## config.mk

```make
export PLATFORM = sky130hd
export DESIGN_NAME = la_wb_master
export DESIGN_NICKNAME = d
export VERILOG_FILES = /design/src/rtl/la_wb_master.sv
export SDC_FILE = /design/constraint.sdc
export NUM_CORES = 1
export LEC_CHECK = 0
export CAP_MARGIN = 20
export CORE_ASPECT_RATIO = 0.6
export CORE_UTILIZATION = 30
export CTS_CLUSTER_DIAMETER = 30
export DETAILED_ROUTE_END_ITERATION = 16
export PLACE_DENSITY = 0.73
export SKIP_LAST_GASP = 1
export SYNTH_ARGS = -nofsm -noshare
export SYNTH_HDL_FRONTEND = slang
export SYNTH_SLANG_ARGS = --single-unit
```

## constraint.sdc

```tcl
create_clock -name wb_clk_i -period 1.7 [get_ports wb_clk_i]
set_clock_uncertainty 0.1 [all_clocks]
set_input_delay 0.17 -clock wb_clk_i [delete_from_list [all_inputs] [get_ports wb_clk_i]]
set_output_delay 0.17 -clock wb_clk_i [all_outputs]
set_load 0.05 [all_outputs]
```

## src/rtl/la_wb_master.sv

```systemverilog
// -----------------------------------------------------------------------------
// la_wb_master
//
// Wishbone classic single-transfer initiator controlled by logic-analyzer
// command bits. The management side uses it to issue individual reads and
// writes to a Wishbone responder without involving the CPU. Only one transfer
// is in flight at a time.
//
// A transfer starts on a rising edge of cmd_go_i. The command fields are
// captured into the wbm_* outputs at that edge. cyc/stb then stay high until
// one of three things happens:
//   - the responder acks,
//   - the responder signals an error,
//   - TIMEOUT_CYCLES bus cycles pass with no response.
//
// Parameters:
//   TIMEOUT_CYCLES  bus cycles without ack/err before the transfer is aborted
//                   (1 .. 2**TO_W-1)
//   TO_W            width of the timeout counter
//
// Ports:
//   wb_clk_i, wb_rst_ni   clock; asynchronous active-low reset
//   cmd_go_i              start request, rising-edge triggered
//   cmd_we_i              1 = write, 0 = read
//   cmd_sel_i             byte selects
//   cmd_adr_i             transfer address
//   cmd_dat_i             write data
//   rsp_dat_o             data from the last successful read
//   busy_o                transfer in progress
//   done_o                one-cycle pulse at completion (ack, err or timeout)
//   err_o                 sticky: last transfer ended on err or timeout
//   txn_cnt_o             count of acked transfers, wraps at 255
//   wbm_*_o / wbm_*_i     Wishbone classic initiator port
// -----------------------------------------------------------------------------
`default_nettype none

module la_wb_master #(
    parameter int TIMEOUT_CYCLES = 255,
    parameter int TO_W           = 8
) (
    input  logic        wb_clk_i,
    input  logic        wb_rst_ni,

    input  logic        cmd_go_i,
    input  logic        cmd_we_i,
    input  logic [3:0]  cmd_sel_i,
    input  logic [31:0] cmd_adr_i,
    input  logic [31:0] cmd_dat_i,

    output logic [31:0] rsp_dat_o,
    output logic        busy_o,
    output logic        done_o,
    output logic        err_o,
    output logic [7:0]  txn_cnt_o,

    output logic        wbm_cyc_o,
    output logic        wbm_stb_o,
    output logic        wbm_we_o,
    output logic [3:0]  wbm_sel_o,
    output logic [31:0] wbm_adr_o,
    output logic [31:0] wbm_dat_o,
    input  logic        wbm_ack_i,
    input  logic        wbm_err_i,
    input  logic [31:0] wbm_dat_i
);

    typedef enum logic [0:0] {
        ST_IDLE = 1'b0,
        ST_BUS  = 1'b1
    } state_t;

    localparam logic [TO_W-1:0] TO_LIMIT = TO_W'(TIMEOUT_CYCLES);

    // -------------------------------------------------------------------------
    // State and datapath registers (q = current, d = next)
    // -------------------------------------------------------------------------
    state_t            state_q, state_d;
    logic              go_q;
    logic [TO_W-1:0]   to_cnt_q, to_cnt_d;
    logic              cyc_q, cyc_d;
    logic              we_q, we_d;
    logic [3:0]        sel_q, sel_d;
    logic [31:0]       adr_q, adr_d;
    logic [31:0]       dat_q, dat_d;
    logic [31:0]       rsp_q, rsp_d;
    logic              done_q, done_d;
    logic              err_q, err_d;
    logic [7:0]        txn_q, txn_d;

    logic              start;
    logic [TO_W-1:0]   to_cnt_inc;
    logic              to_expired;

    // go_q resets high, so a go level still asserted when reset is released
    // does not count as a rising edge.
    assign start      = cmd_go_i & ~go_q;
    assign to_cnt_inc = to_cnt_q + TO_W'(1);
    // The counter is cleared at the start edge and advanced at every BUS
    // edge. It therefore reaches TO_LIMIT at the end of bus cycle number
    // TIMEOUT_CYCLES, which holds cyc high for exactly TIMEOUT_CYCLES cycles.
    assign to_expired = (to_cnt_inc == TO_LIMIT);

    // -------------------------------------------------------------------------
    // Next-state and next-output logic
    // -------------------------------------------------------------------------
    always_comb begin
        // NOTE: every signal assigned here first gets a default (mostly "hold"),
        // so no path through the case leaves one unassigned. That is what keeps
        // this block from inferring latches.
        state_d  = state_q;
        to_cnt_d = to_cnt_q;
        cyc_d    = cyc_q;
        we_d     = we_q;
        sel_d    = sel_q;
        adr_d    = adr_q;
        dat_d    = dat_q;
        rsp_d    = rsp_q;
        done_d   = 1'b0;
        err_d    = err_q;
        txn_d    = txn_q;

        unique case (state_q)
            ST_IDLE: begin
                // ack/err arriving here are stray responses and are ignored.
                if (start) begin
                    we_d     = cmd_we_i;
                    sel_d    = cmd_sel_i;
                    adr_d    = cmd_adr_i;
                    dat_d    = cmd_dat_i;
                    cyc_d    = 1'b1;
                    err_d    = 1'b0;
                    to_cnt_d = '0;
                    state_d  = ST_BUS;
                end
            end

            ST_BUS: begin
                // Command fields are held. Further start edges are dropped
                // because only IDLE looks at start.
                to_cnt_d = to_cnt_inc;
                if (wbm_err_i) begin
                    // err has priority over a simultaneous ack.
                    cyc_d   = 1'b0;
                    done_d  = 1'b1;
                    err_d   = 1'b1;
                    state_d = ST_IDLE;
                end else if (wbm_ack_i) begin
                    // An ack in the final allowed cycle still counts as success.
                    cyc_d   = 1'b0;
                    done_d  = 1'b1;
                    if (!we_q) begin
                        rsp_d = wbm_dat_i;
                    end
                    txn_d   = txn_q + 8'd1;
                    state_d = ST_IDLE;
                end else if (to_expired) begin
                    cyc_d   = 1'b0;
                    done_d  = 1'b1;
                    err_d   = 1'b1;
                    state_d = ST_IDLE;
                end
            end

            default: begin
                state_d = ST_IDLE;
                cyc_d   = 1'b0;
            end
        endcase
    end

    // -------------------------------------------------------------------------
    // Registers
    // -------------------------------------------------------------------------
    // NOTE: the wide address/data registers are reset along with the control
    // registers, because every output has to read 0 from reset onwards.
    // Plain storage with no such visibility requirement would be left
    // unreset.
    always_ff @(posedge wb_clk_i or negedge wb_rst_ni) begin
        if (!wb_rst_ni) begin
            state_q  <= ST_IDLE;
            go_q     <= 1'b1;
            to_cnt_q <= '0;
            cyc_q    <= 1'b0;
            we_q     <= 1'b0;
            sel_q    <= '0;
            adr_q    <= '0;
            dat_q    <= '0;
            rsp_q    <= '0;
            done_q   <= 1'b0;
            err_q    <= 1'b0;
            txn_q    <= '0;
        end else begin
            // NOTE: non-blocking assignments throughout. Every register then
            // updates from pre-edge values, whatever order the lines are in.
            state_q  <= state_d;
            go_q     <= cmd_go_i;
            to_cnt_q <= to_cnt_d;
            cyc_q    <= cyc_d;
            we_q     <= we_d;
            sel_q    <= sel_d;
            adr_q    <= adr_d;
            dat_q    <= dat_d;
            rsp_q    <= rsp_d;
            done_q   <= done_d;
            err_q    <= err_d;
            txn_q    <= txn_d;
        end
    end

    // -------------------------------------------------------------------------
    // Outputs
    // -------------------------------------------------------------------------
    // Classic single transfers: stb always matches cyc, and busy is exactly
    // the interval in which the cycle is open.
    assign wbm_cyc_o = cyc_q;
    assign wbm_stb_o = cyc_q;
    assign busy_o    = cyc_q;
    assign wbm_we_o  = we_q;
    assign wbm_sel_o = sel_q;
    assign wbm_adr_o = adr_q;
    assign wbm_dat_o = dat_q;
    assign rsp_dat_o = rsp_q;
    assign done_o    = done_q;
    assign err_o     = err_q;
    assign txn_cnt_o = txn_q;

endmodule

`default_nettype wire
```

## Word level (Yosys, flattened, before mapping)

Cells that the tools add are included.
Widths: inputs -> output; s select.

| storage, ports and cells | value |
|---|---|
| register bits | 122 |
| latch bits | 0 |
| bits in writable memories | 0 |
| bits in read-only memories | 0 |
| input port bits | 106 |
| output and inout port bits | 114 |
| logic and storage cells | 50 |
| memories kept | 0 |

| operators by class | value |
|---|---|
| add/sub/neg operators | 2 |
| multipliers | 0 |
| div/mod/pow operators | 0 |
| magnitude comparators | 0 |
| equality and inequality tests | 5 |
| shift operators | 0 |
| mux-type cells | 21 |
| bitwise operators | 5 |
| reductions and logical operators | 5 |

Operators with widths:

| cell | number |
|---|---|
| $add 8x1->8 const B | 2 |
| $mux 1 | 16 |
| $pmux 8 s2 | 1 |
| $eq 8x8->1 const B | 1 |
| $mux 8 | 1 |
| $pmux 1 s2 | 3 |
| $reduce_and 3->1 | 2 |
| $ne 4x3->1 const B | 1 |
| $not 1->1 | 4 |
| $reduce_and 2->1 | 2 |
| $reduce_and 4->1 | 1 |
| $ne 3x2->1 const B | 1 |
| $ne 3x3->1 const B | 1 |
| $ne 2x2->1 const B | 1 |
| $and 1x1->1 | 1 |

## Logic depth before layout (Yosys ltp)

| logic depth | value |
|---|---|
| depth after elaboration | 6 |
| gate-level depth with buffers | 6 |
| mapped depth without buffers | 6 |

## Worst setup path before layout

Ideal clock, no wire load.

| timing | value |
|---|---|
| kind | reg-to-reg |
| start | register we_q, in the netlist wbm_we_o |
| end | register rsp_q[10], in the netlist rsp_dat_o[10] |
| library setup time | 0.125 ns |
| arrival time | 1.341 ns |
| required time | 1.475 ns |
| slack | 0.134 ns |
| cell stages (with the launch flop) | 4 |
| buffers on the path | 1 |
| period minus slack after synthesis | 1.566 ns |
| cell sequence | dfrtp_1 > nor2_2 > buf_4 > mux2_2 |

| on the way | value |
|---|---|
| word-level cells in the longest chain between the ends | 2 |

Ends and longest elaborated chain:

| item | line | source |
|---|---|---|
| start, declared | 81 | `logic we_q, we_d;` |
| start signal, assigned | 199 | `we_q <= we_d;` |
| $not 1->1 (no line) | -- |  |
| $reduce_and 4->1 (no line) | -- |  |
| end signal, assigned | 203 | `rsp_q <= rsp_d;` |
| end, declared | 85 | `logic [31:0] rsp_q, rsp_d;` |

Every way passes these cells.
A chain may end at the register's enable or synchronous reset.

## Worst setup path in the final report

| timing | value |
|---|---|
| start | register go_q |
| end | register adr_q[12], in the netlist wbm_adr_o[12] |

| on the way | value |
|---|---|
| word-level cells in the longest chain between the ends | 3 |

Ends and longest elaborated chain:

| item | line | source |
|---|---|---|
| start, declared | 78 | `logic go_q;` |
| start signal, assigned | 196 | `go_q <= cmd_go_i;` |
| $not 1->1 | 96 | `assign start = cmd_go_i & ~go_q;` |
| $and 1x1->1 | 96 |  |
| $reduce_and 2->1 (no line) | -- |  |
| end signal, assigned | 201 | `adr_q <= adr_d;` |
| end, declared | 83 | `logic [31:0] adr_q, adr_d;` |

Every way passes these cells.

==> flow_metrics.env <==
export IMPL_outcome="finished clean"
export IMPL_htreeDepth=4
export IMPL_cp_cell_sequence="nand2b_1, nor2_4, buf_12, mux2_2"
export IMPL_grt_use_total_pct=14.8
export IMPL_internal_power_mw=9.56
export IMPL_layout_area_seq_um2=3050
export IMPL_multi_input_area_um2=1660
export IMPL_ys_ff_latch=122
export IMPL_dpl_hpwl_mm=8.65
export IMPL_synth_top_cell_area_share_pct=63.3
export IMPL_ys_async_sr_fraction_pct=100
export IMPL_n_fill_cell=1322
export IMPL_grt_pass1_vias=3576
export IMPL_portBuffers=219
export IMPL_synth_adder_area_share_pct=0.785
export IMPL_grt_first_pass_wirelength_mm=18.6
export IMPL_routed_wl_mm=12.0
export IMPL_design_area_um2=7640
export IMPL_drt_pass1_iterations=4
export IMPL_p_sw_mw=8.06
export IMPL_mappedNetlistArea_um2=4780
export IMPL_peakVddDrop_mv=1.36
export IMPL_cts_tree="yes"
export IMPL_hold_class="in -> async"
export IMPL_wl_per_cell_um=15.6
export IMPL_die_y_um=99.8
export IMPL_rsz0062_at_grt="false"
export IMPL_drive_gt1_share_pct=48.0
export IMPL_cts_sinks=122
export IMPL_cts_root_buf="clkbuf_16"
export IMPL_cp_slowest_stage_delay_ns=0.38
export IMPL_cts_setup_buffers=0
export IMPL_antenna_found_initial=0
export IMPL_globalplace_congestion=0.766
export IMPL_yosys_top_cells_area="dfrtp_1, mux2_2, o21ai_0, xnor2_1, buf_4"
export IMPL_worst_r2r_path_depth=4
export IMPL_fin_crit_ns=1.63
export IMPL_total_power_mw=17.6
export IMPL_grt_max_degree=55
export IMPL_start_kind="flip-flop"
export IMPL_antenna_cells=0
export IMPL_leakage_nw=3.36
export IMPL_cp_slowest_cell="mux2_2"
export IMPL_path_clk_slew_ns=0.06
export IMPL_crit_type="reg -> reg"
export IMPL_synth_cell_types=35
export IMPL_worst_slew_pin_slew_ns=0.392
export IMPL_cp_data_required_time_ns=1.88
export IMPL_die_w_um=165
export IMPL_finalSetupViolCount=0
export IMPL_p_clk_share_pct=21.0
export IMPL_via_per_inst=4.48
export IMPL_synth_compound_area_share_pct=2.90
export IMPL_die_area_um2=16500
export IMPL_ys_top_cells_by_count="dfrtp_1, mux2_2, o21ai_0, nand2_1, buf_4"
export IMPL_route_vias_total=3440
export IMPL_rows=35
export IMPL_synth_largest_area_cell="dfrtp_1"
export IMPL_period_share_pct=96.0
export IMPL_clock_fmax_mhz=613
export IMPL_synth_seq_area_share_pct=63.9
export IMPL_switching_share_pct=45.7
export IMPL_synth_nets=424
export IMPL_timing_final_ws_setup_ns=0.0687
export IMPL_dp_slack_ns=-0.196
export IMPL_dpl_cell_area_um2=7010
export IMPL_syn_area_per_cell_um2=15.2
export IMPL_drt_iter0_markers=123
export IMPL_io_pins=220
export IMPL_overflow=0
export IMPL_drc_errors=0
export IMPL_start_util_pct=30.9
export IMPL_final_nets=662
export IMPL_cp_end_kind="flip-flop"
export IMPL_area_growth_pct=59.8
export IMPL_p_per_area_nw_per_um2=2300
export IMPL_clock_path_buffers=2
export IMPL_core_um2=15500
export IMPL_numCtsBuffers=17
export IMPL_clock_latency_ns=0.40
export IMPL_muxShareOfSynthArea_pct=23.8
export IMPL_synth_top_family_by_area="multiplexers"
export IMPL_synthSimpleGateAreaFrac_pct=4.68
export IMPL_worstPathArrival_ns=1.81
export IMPL_synth_xor_xnor_area_share_pct=1.99
export IMPL_cp_max_fo=54
export IMPL_synthMostInstantiatedCell="dfrtp_1"
export IMPL_max_slew_margin_pct=73.8
export IMPL_synthFlopType="dfrtp_1"
export IMPL_p_seq_share_pct=28.4
export IMPL_synth_edff_count=0
export IMPL_synth_warnings=0
export IMPL_syn_inst=315
export IMPL_max_cap_violations=0
export IMPL_ant_nets=0
export IMPL_pwr_share_comb_pct=50.5
export IMPL_hold_viol_final=0
export IMPL_report_final_slew_viol_count=0
[what timing repair did]
item	CTS	global route
hold buffers	1	0
hold endpoints to repair	121	0
resized for setup	1	4
setup endpoints to repair	1	11
[logic make-up after synthesis]
kind of cell	count (synthesis)
flip-flops	122
multiplexers	101
AND/OR/NAND/NOR	40
AO/OA/AOI/OAI	23
buffers and inverters	16
XOR/XNOR	10
adder cells (fa/ha/maj)	3
[path summary, 6_finish.rpt]
path,start,endpoint,slack [ns]
max in group asynchronous,wb_rst_ni,go_q,0.76
min in group wb_clk_i,cmd_go_i,go_q,0.26
worst max register to register,go_q,wbm_adr_o[12],0.07
worst min-delay path,wb_rst_ni,wbm_adr_o[31],0.11
worst min register to register,txn_cnt_o[7],txn_cnt_o[7],0.37
worst max-delay path,go_q,wbm_adr_o[12],0.07
[layout make-up]
type                       instances  area share, %
clock buffer                      18           5.74
clock inverter                    13           2.21
inverter                           2         0.0982
multi-input combinational        177           21.7
sequential                       122           40.0
tap                              203           3.32
timing repair buffer             233           27.0
[metrics by stage]
step	utilization, %	std cells	hold slack, ns	TNS (ns)
2_1_floorplan	-	315	-0.226	0
3_3_place_gp	45.3	736	-0.00303	-12.83
3_5_place_dp	45.3	736	0.00796	-15.07
4_1_cts	49.3	768	0.105	0
5_1_grt	49.5	768	0.128	0
6_report	49.5	768	0.112	0
[critical path: cells and delay by family (launching register included)]
family        cells  cell delay (ns)
buf+inv           1             0.28
flops             1             0.37
simple gates      2             0.32
mux               1             0.38
[flip-flops by register name, summed over array words and instances, names as in the netlist]
name,cells
done_o,1
state_q,1
wbm_sel_o,4
rsp_dat_o,32
err_o,1
txn_cnt_o,8
busy_o,1
wbm_dat_o,32
to_cnt_q,8
wbm_adr_o,32
go_q,1
wbm_we_o,1
[metal layers]
metal | up-vias | part of all wire (%) | GRT usage, %
li1 | 1595 | - | -
met1 | 1672 | 44 | 18.8
met2 | 159 | 45 | 22.9
met3 | 14 | 9.4 | 5.62
met4 | 0 | 1.7 | 5.29
met5 | - | 0 | 0
[power groups by stage]
stage               Clock, mW  Sequential, mW  Combinational, mW
floorplan                   0            9.34               1.65
global placement            0            4.97               8.85
detailed placement          0            5.05               8.96
CTS                      3.81            5.03               8.97
global route             3.95            5.21               9.28
finish                   3.70            5.01               8.90
[placed cells by master, fill, tap and decap left out, types with 4 or more instances in the layout]
| cell | n |
|---|---|
| xnor2_1 | 7 |
| buf_4 | 124 |
| clkbuf_16 | 17 |
| mux2_2 | 99 |
| buf_12 | 4 |
| clkdlybuf4s50_1 | 104 |
| nand2_1 | 12 |
| clkinv_4 | 5 |
| dfrtp_1 | 121 |
| nor2_1 | 5 |
| o21ai_0 | 13 |
| nand3_1 | 4 |
(Power assumes the default switching activity.)
